File: config.mk
export PLATFORM = sky130hd
export DESIGN_NAME = hazard_unit
export DESIGN_NICKNAME = d
export VERILOG_FILES = /design/src/rtl/hazard_unit.sv
export SDC_FILE = /design/constraint.sdc
export NUM_CORES = 1
export LEC_CHECK = 0
export ABC_AREA = 1
export ABC_CLOCK_PERIOD_IN_PS = 5700
export CORE_UTILIZATION = 30
export CTS_CLUSTER_SIZE = 20
export DETAILED_ROUTE_END_ITERATION = 12
export SLEW_MARGIN = 20
export SYNTH_ARGS = -nofsm -noshare
export SYNTH_HDL_FRONTEND = slang
export SYNTH_SLANG_ARGS = --single-unit
export TNS_END_PERCENT = 30
File: constraint.sdc
create_clock -name clk -period 5.7 [get_ports clk]
set_input_delay 1.14 -clock clk [delete_from_list [all_inputs] [get_ports clk]]
set_output_delay 1.14 -clock clk [all_outputs]
set_load 0.05 [all_outputs]
File: src/rtl/hazard_unit.sv
// rtl/hazard_unit.sv - load-use stall, redirect flush/bubble and EX forwarding control
//
// Tracks the instructions in EX, MEM and WB as small shadow records and
// derives the pipeline hazard controls from them and the ID control bundle.
//
// Ports:
//   clk, rst                 core clock, asynchronous active-high reset
//   id_valid                 ID holds a real instruction
//   id_rs1, id_rs2, id_rd    ID register fields
//   id_valid_reg             {rs2, rs1, rd} field validity from decode
//   id_reg_write             ID instruction writes the RegFile
//   id_mem_read              ID instruction is a load
//   ex_redirect              taken branch / jump resolved in EX
//   stall                    hold PC and IF/ID (combinational)
//   flush_id                 clear IF/ID at this edge (combinational)
//   bubble_ex                load a NOP into ID/EX at this edge (combinational)
//   fwd_a, fwd_b             EX operand source: 0 RegFile, 1 EX/MEM, 2 MEM/WB
//   stall_count, flush_count saturating event counters
module hazard_unit #(
  parameter int CNT_W = 32
) (
  input  logic             clk,
  input  logic             rst,
  input  logic             id_valid,
  input  logic [4:0]       id_rs1,
  input  logic [4:0]       id_rs2,
  input  logic [4:0]       id_rd,
  input  logic [2:0]       id_valid_reg,
  input  logic             id_reg_write,
  input  logic             id_mem_read,
  input  logic             ex_redirect,
  output logic             stall,
  output logic             flush_id,
  output logic             bubble_ex,
  output logic [1:0]       fwd_a,
  output logic [1:0]       fwd_b,
  output logic [CNT_W-1:0] stall_count,
  output logic [CNT_W-1:0] flush_count
);

  typedef struct packed {
    logic       valid;
    logic [4:0] rd;
    logic       reg_write;
    logic       mem_read;
  } shadow_t;

  localparam shadow_t          SHADOW_EMPTY = '{valid: 1'b0, rd: 5'd0, reg_write: 1'b0, mem_read: 1'b0};
  localparam logic [CNT_W-1:0] CNT_ONE      = {{(CNT_W-1){1'b0}}, 1'b1};
  localparam logic [CNT_W-1:0] CNT_MAX      = {CNT_W{1'b1}};
  localparam logic [1:0]       SEL_RF       = 2'd0;
  localparam logic [1:0]       SEL_EX       = 2'd1;
  localparam logic [1:0]       SEL_MEM      = 2'd2;

  shadow_t ex_sh, mem_sh, wb_sh;

  logic       src1, src2;
  logic       ex_prod, mem_prod;
  logic       ex_hit1, ex_hit2, mem_hit1, mem_hit2;
  logic       load_use;
  logic [1:0] fwd_a_nxt, fwd_b_nxt;

  // The rd validity bit is implied by reg_write for producers; the WB
  // record is kept for visibility only since the RegFile is write-before-read.
  logic unused_ok;
  assign unused_ok = id_valid_reg[0] ^ (|wb_sh);

  always_comb begin
    src1     = id_valid_reg[1] && (id_rs1 != 5'd0);
    src2     = id_valid_reg[2] && (id_rs2 != 5'd0);

    ex_prod  = ex_sh.valid  && ex_sh.reg_write  && (ex_sh.rd  != 5'd0);
    mem_prod = mem_sh.valid && mem_sh.reg_write && (mem_sh.rd != 5'd0);

    ex_hit1  = ex_prod  && src1 && (ex_sh.rd  == id_rs1);
    ex_hit2  = ex_prod  && src2 && (ex_sh.rd  == id_rs2);
    mem_hit1 = mem_prod && src1 && (mem_sh.rd == id_rs1);
    mem_hit2 = mem_prod && src2 && (mem_sh.rd == id_rs2);

    load_use = id_valid && ex_sh.mem_read && (ex_hit1 || ex_hit2);

    // Redirect wins over load-use: the dependent instruction is squashed anyway.
    stall     = load_use && !ex_redirect;
    flush_id  = ex_redirect;
    bubble_ex = ex_redirect || load_use;

    // A load in EX is never a forwarding source; that case is bubbled above.
    fwd_a_nxt = SEL_RF;
    if (ex_hit1 && !ex_sh.mem_read) fwd_a_nxt = SEL_EX;
    else if (mem_hit1)              fwd_a_nxt = SEL_MEM;

    fwd_b_nxt = SEL_RF;
    if (ex_hit2 && !ex_sh.mem_read) fwd_b_nxt = SEL_EX;
    else if (mem_hit2)              fwd_b_nxt = SEL_MEM;
  end

  always_ff @(posedge clk or posedge rst) begin
    if (rst) begin
      ex_sh       <= SHADOW_EMPTY;
      mem_sh      <= SHADOW_EMPTY;
      wb_sh       <= SHADOW_EMPTY;
      fwd_a       <= SEL_RF;
      fwd_b       <= SEL_RF;
      stall_count <= '0;
      flush_count <= '0;
    end else begin
      wb_sh  <= mem_sh;
      mem_sh <= ex_sh;

      if (bubble_ex || !id_valid) begin
        ex_sh <= SHADOW_EMPTY;
      end else begin
        ex_sh.valid     <= 1'b1;
        ex_sh.rd        <= id_rd;
        ex_sh.reg_write <= id_reg_write;
        ex_sh.mem_read  <= id_mem_read;
      end

      if (bubble_ex || !id_valid) begin
        fwd_a <= SEL_RF;
        fwd_b <= SEL_RF;
      end else if (!stall) begin
        fwd_a <= fwd_a_nxt;
        fwd_b <= fwd_b_nxt;
      end

      if (stall && (stall_count != CNT_MAX))
        stall_count <= stall_count + CNT_ONE;
      if (flush_id && (flush_count != CNT_MAX))
        flush_count <= flush_count + CNT_ONE;
    end
  end

endmodule

# Yosys cells after proc, flatten, opt, wreduce, memory -nomap -nowiden
# Index checks and enable logic that the tools add are counted.
[word_totals]
reg_bits = 83
in_bits = 24
wordCells = 60
[op_classes]
addsub = 2
n_eq_ne = 7
n_mux = 9
reduce_logical = 31
[op_table]
columns = ["operator", "n"]
rows = [
  ["$add A32 B1 Y32 const B", 2],
  ["$ne A32 B32 Y1 const B", 2],
  ["$logic_and A1 B1 Y1", 21],
  ["$eq A5 B5 Y1", 4],
  ["$reduce_bool A5 Y1", 4],
  ["$mux W2", 8],
  ["$mux W8", 1],
  ["$logic_not A1 Y1", 3],
  ["$logic_or A1 B1 Y1", 3],
  ["$ne A2 B1 Y1 const B", 1],
]

# Longest topological paths before layout
[logic_depth]
ltp_word = 9
depth_mapped = 12
ltp_nobuf = 12

# Worst setup path before layout
# OpenSTA, ideal clock, no wires.
[synth_timing]
kind = "input -> output"
start = "in id_rs2[3]"
end = "out bubble_ex"
arrival_ps = 2033
required_time_ps = 4560
path_slack_ps = 2527
path_stages = 9
cell_sequence = "inv_1 nand2_1 nand2_1 nand3_1 nor2_1 nand2_1 nand2_2 nand2_1 nand2_1"
[synth_between]
elab_chain_len = 7
[synth_lines]
columns = ["item", "line", "rtl"]
rows = [
  ["from (decl)", "26", "input logic [4:0] id_rs2,"],
  ["$reduce_bool A5 Y1", "70", "src2 = id_valid_reg[2] && (id_rs2 != 5'd0);"],
  ["$logic_and A1 B1 Y1", "70", ""],
  ["$logic_and A1 B1 Y1", "76", "ex_hit2 = ex_prod && src2 && (ex_sh.rd == id_rs2);"],
  ["$logic_and A1 B1 Y1 (*)", "76", ""],
  ["$logic_or A1 B1 Y1 (*)", "80", "load_use = id_valid && ex_sh.mem_read && (ex_hit1 || ex_hit2);"],
  ["$logic_and A1 B1 Y1 (*)", "80", ""],
  ["$logic_or A1 B1 Y1 (*)", "85", "bubble_ex = ex_redirect || load_use;"],
  ["to (decl)", "34", "output logic bubble_ex,"],
]
# Every way passes the cells marked *; elsewhere a longest branch is shown, timed or not.

# Worst setup path after layout
[layout_timing]
start = "in id_rs2[2]"
end = "out stall"
[layout_between]
elab_chain_len = 7
[layout_lines]
columns = ["item", "line", "rtl"]
rows = [
  ["$reduce_bool A5 Y1", "70", ""],
  ["$logic_and A1 B1 Y1", "70", ""],
  ["$logic_and A1 B1 Y1", "76", ""],
  ["$logic_and A1 B1 Y1 (*)", "76", ""],
  ["$logic_or A1 B1 Y1 (*)", "80", ""],
  ["$logic_and A1 B1 Y1 (*)", "80", ""],
  ["$logic_and A1 B1 Y1 (*)", "83", "stall = load_use && !ex_redirect;"],
  ["to (decl)", "32", "output logic stall,"],
]
# Marks and branches as above.

==> flow_metrics.env <==
export IMPL_dp_slack_ns=1.33
export IMPL_p_sw_share_pct=32.8
export IMPL_slew_violations=0
export IMPL_fin_util_pct=39.4
export IMPL_finalNetCount=824
export IMPL_critPathSlowestCell="clkdlybuf4s50_1"
export IMPL_synth_area_leaders="dfrtp_1 41%, nand2_1 20%, xor2_1 6.7%, inv_1 5.3%, nor2_1 5.3%"
export IMPL_gr_usage_all_layers_pct=16.4
export IMPL_dpl_instance_area_um2=6240
export IMPL_crit_path_start_kind="primary input"
export IMPL_tightest_slew_ns=0.767
export IMPL_stdcell_count=1023
export IMPL_io_buffers=93
export IMPL_cts_tree="built"
export IMPL_vdd_drop_max_mv=0.124
export IMPL_combPwrFrac_pct=22.3
export IMPL_gp_congestion=0.893
export IMPL_p_sw_mw=0.560
export IMPL_crit_type="in2out"
export IMPL_multi_input_area_um2=2640
export IMPL_timing_hold_ws_ns=0.382
export IMPL_die_area_um2=17600
export IMPL_nFillCells=1747
export IMPL_areaGrowthSynthToFinish_pct=28.1
export IMPL_ff_latch_area_um2=2080
export IMPL_routed_via_count=4642
export IMPL_clk_path_buf_depth=2
export IMPL_synthFlopType="dfrtp_1"
export IMPL_htree_levels=3
export IMPL_cts_sinks=83
export IMPL_dp_cells=1007
export IMPL_die_y_um=133
export IMPL_drt_initial_drc_count=267
export IMPL_cts_root_buf="clkbuf_16"
export IMPL_overflow=0
export IMPL_cp_arrival_ns=3.23
export IMPL_syn_avg_cell_area_um2=7.29
export IMPL_antenna_found_initial=0
export IMPL_clkPwrFrac_pct=37.7
export IMPL_fin_total_pwr_mw=1.70
export IMPL_maxCapViolCount=0
export IMPL_critPathMaxStageDelay_ns=0.80
export IMPL_cp_max_fo=4
export IMPL_clock_latency_ns=0.34
export IMPL_syn_area_um2=5120
export IMPL_grt_max_degree=47
export IMPL_syn_num_nets=729
export IMPL_yosysTopAreaCell="dfrtp_1"
export IMPL_status="complete, no violations"
export IMPL_dp_hpwl_mm=10.3
export IMPL_wl_per_cell_um=13.6
export IMPL_ys_seq_area_share_pct=40.5
export IMPL_fin_skew_ns=0.00963
export IMPL_finalSetupTns_ns=0
export IMPL_ctsHoldBuffers=0
export IMPL_synth_cell_types=28
export IMPL_path_cells="clkdlybuf4s50_1 > nor2_1 > nand3_1 > nand2_1 > nor2_1 > nand2_1 > nand2_2 > nand3_2 > inv_1 > clkdlybuf4s50_1"
export IMPL_drc=0
export IMPL_antenna_left=0
export IMPL_final_hold_viol_count=0
export IMPL_drt_vias_per_instance=4.54
export IMPL_wirelength_mm=13.9
export IMPL_synth_top_area_share_pct=40.5
export IMPL_yosys_warnings=0
export IMPL_numCtsBuffers=9
export IMPL_synthArstFlopShare_pct=100
export IMPL_required_ns=4.56
export IMPL_layout_min_cycle_time_ns=4.37
export IMPL_ios=95
export IMPL_grt_pass1_vias=4439
export IMPL_die_w_um=133
export IMPL_first_pass_iters=5
export IMPL_grt_first_pass_wirelength_mm=22.8
export IMPL_synth_seq_cells=83
export IMPL_stdcell_area_um2=6560
export IMPL_core_um2=16600
export IMPL_relSlewSlack_pct=48.8
export IMPL_post_cts_buffers=0
export IMPL_min_path_type="reg2reg"
export IMPL_cts_resized_gates=0
export IMPL_clkSlewWorstSetupHoldPaths_ns=0.06
export IMPL_crit_path_end_kind="output port"
export IMPL_synth_edf_count=0
export IMPL_p_per_area_nw_per_um2=260
export IMPL_final_period_utilization_pct=76.7
export IMPL_intPower_mw=1.15
export IMPL_rsz0062_at_grt="false"
export IMPL_seq_power_share_pct=40.0
export IMPL_worst_slack_ns=1.33
export IMPL_drive_gt1_share_pct=7.10
export IMPL_finalSetupViolations=0
export IMPL_num_rows=47
export IMPL_fmax_ghz=0.229
export IMPL_netlist_instances=703
export IMPL_antennaDiodeCount=0
export IMPL_start_util_pct=30.8
export IMPL_p_leak_nw=3.02
-- metal layers --
metal	global-route usage, %	share of wire [%]	vias to the layer above
met5	0	0	-
met4	4.02	0.94	0
met3	3.79	5.3	11
met2	25.6	45	111
met1	22.8	49	2149
li1	-	-	2371
-- worst max-delay path, delay by kind of cell --
family / cells / cell delay [ns]
buffers and inverters: 3 / 1.46
AND/OR/NAND/NOR: 7 / 0.63
-- kinds of logic (layout without fill, tap and decap cells) --
logic type / count (synthesis) / in the layout / share of synthesized area (%)
AOI/OAI and AO/OA: 25 / 25 / 3.59
xor gates and xnor gates: 64 / 64 / 10.9
adders and majority gates: 2 / 2 / 0.488
buffers and inverters: 88 / 188 / 7.89
DFF: 83 / 83 / 40.5
and+or+nand+nor: 441 / 441 / 36.6
-- cell usage after synthesis (2+ instances only) --
| library cell | count |
|---|---|
| buf_4 | 5 |
| buf_6 | 7 |
| dfrtp_1 | 83 |
| ha_1 | 2 |
| inv_1 | 73 |
| inv_2 | 2 |
| nand2_1 | 271 |
| nand2_2 | 6 |
| nand3_1 | 26 |
| nand3_2 | 3 |
| nand3b_1 | 7 |
| nand4_1 | 13 |
| nor2_1 | 73 |
| nor2_2 | 5 |
| nor3_1 | 28 |
| nor3_2 | 3 |
| nor4_1 | 2 |
| o21ai_0 | 8 |
| o21ai_2 | 15 |
| xnor2_1 | 25 |
| xor2_1 | 39 |
-- flip-flops by register name (all words and copies together), names as in the netlist --
signal	count
fwd_b	2
fwd_a	2
flush_count	32
stall_count	32
ex_sh	8
mem_sh	7
-- path summary, 6_finish.rpt --
kind,startpoint,end,slack [ns],cells after the start
setup reg to reg,stall_count[0],stall_count[6],3.43,11
hold reg to reg,ex_sh[7],mem_sh[7],0.38,0
setup / recovery,id_rs2[2],stall,1.33,10
hold / removal,ex_sh[7],mem_sh[7],0.38,0
min in group asynchronous,rst,ex_sh[4],1.24,2
max in group asynchronous,rst,fwd_b[1],3.42,3
-- power groups by stage --
stage               registers (mW)  clock network (mW)  logic (mW)
floorplan                    0.806                   0       0.139
global placement             0.694                   0       0.380
detailed placement           0.694                   0       0.383
CTS                          0.683               0.658       0.385
global route                 0.689               0.686       0.411
finish                       0.683               0.642       0.380
-- placed cells by master, fill, tap and decap left out, drive strengths merged --
cell type      count
inv               77
clkdlybuf4s50     93
nor3b              1
nor2              79
nand4             13
o211ai             1
xnor2             25
clkinvlp           3
and2               1
nand2            278
ha                 2
xor2              39
nand3b             7
bufinv             2
o21ai             24
nand3             29
clkbuf             9
nor3              31
clkinv             1
dfrtp             83
buf                3
nor4               2
-- final cells by class --
| cell class | count | share of cell area, % |
|---|---|---|
| clock buffers | 9 | 3.43 |
| inverters | 76 | 4.40 |
| repair buffers | 96 | 14.5 |
| well taps | 220 | 4.19 |
| multi-input cells | 532 | 40.3 |
| clock inverters | 7 | 1.53 |
| flip-flops and latches | 83 | 31.6 |
Note: power is estimated with default switching activity, not from simulation.
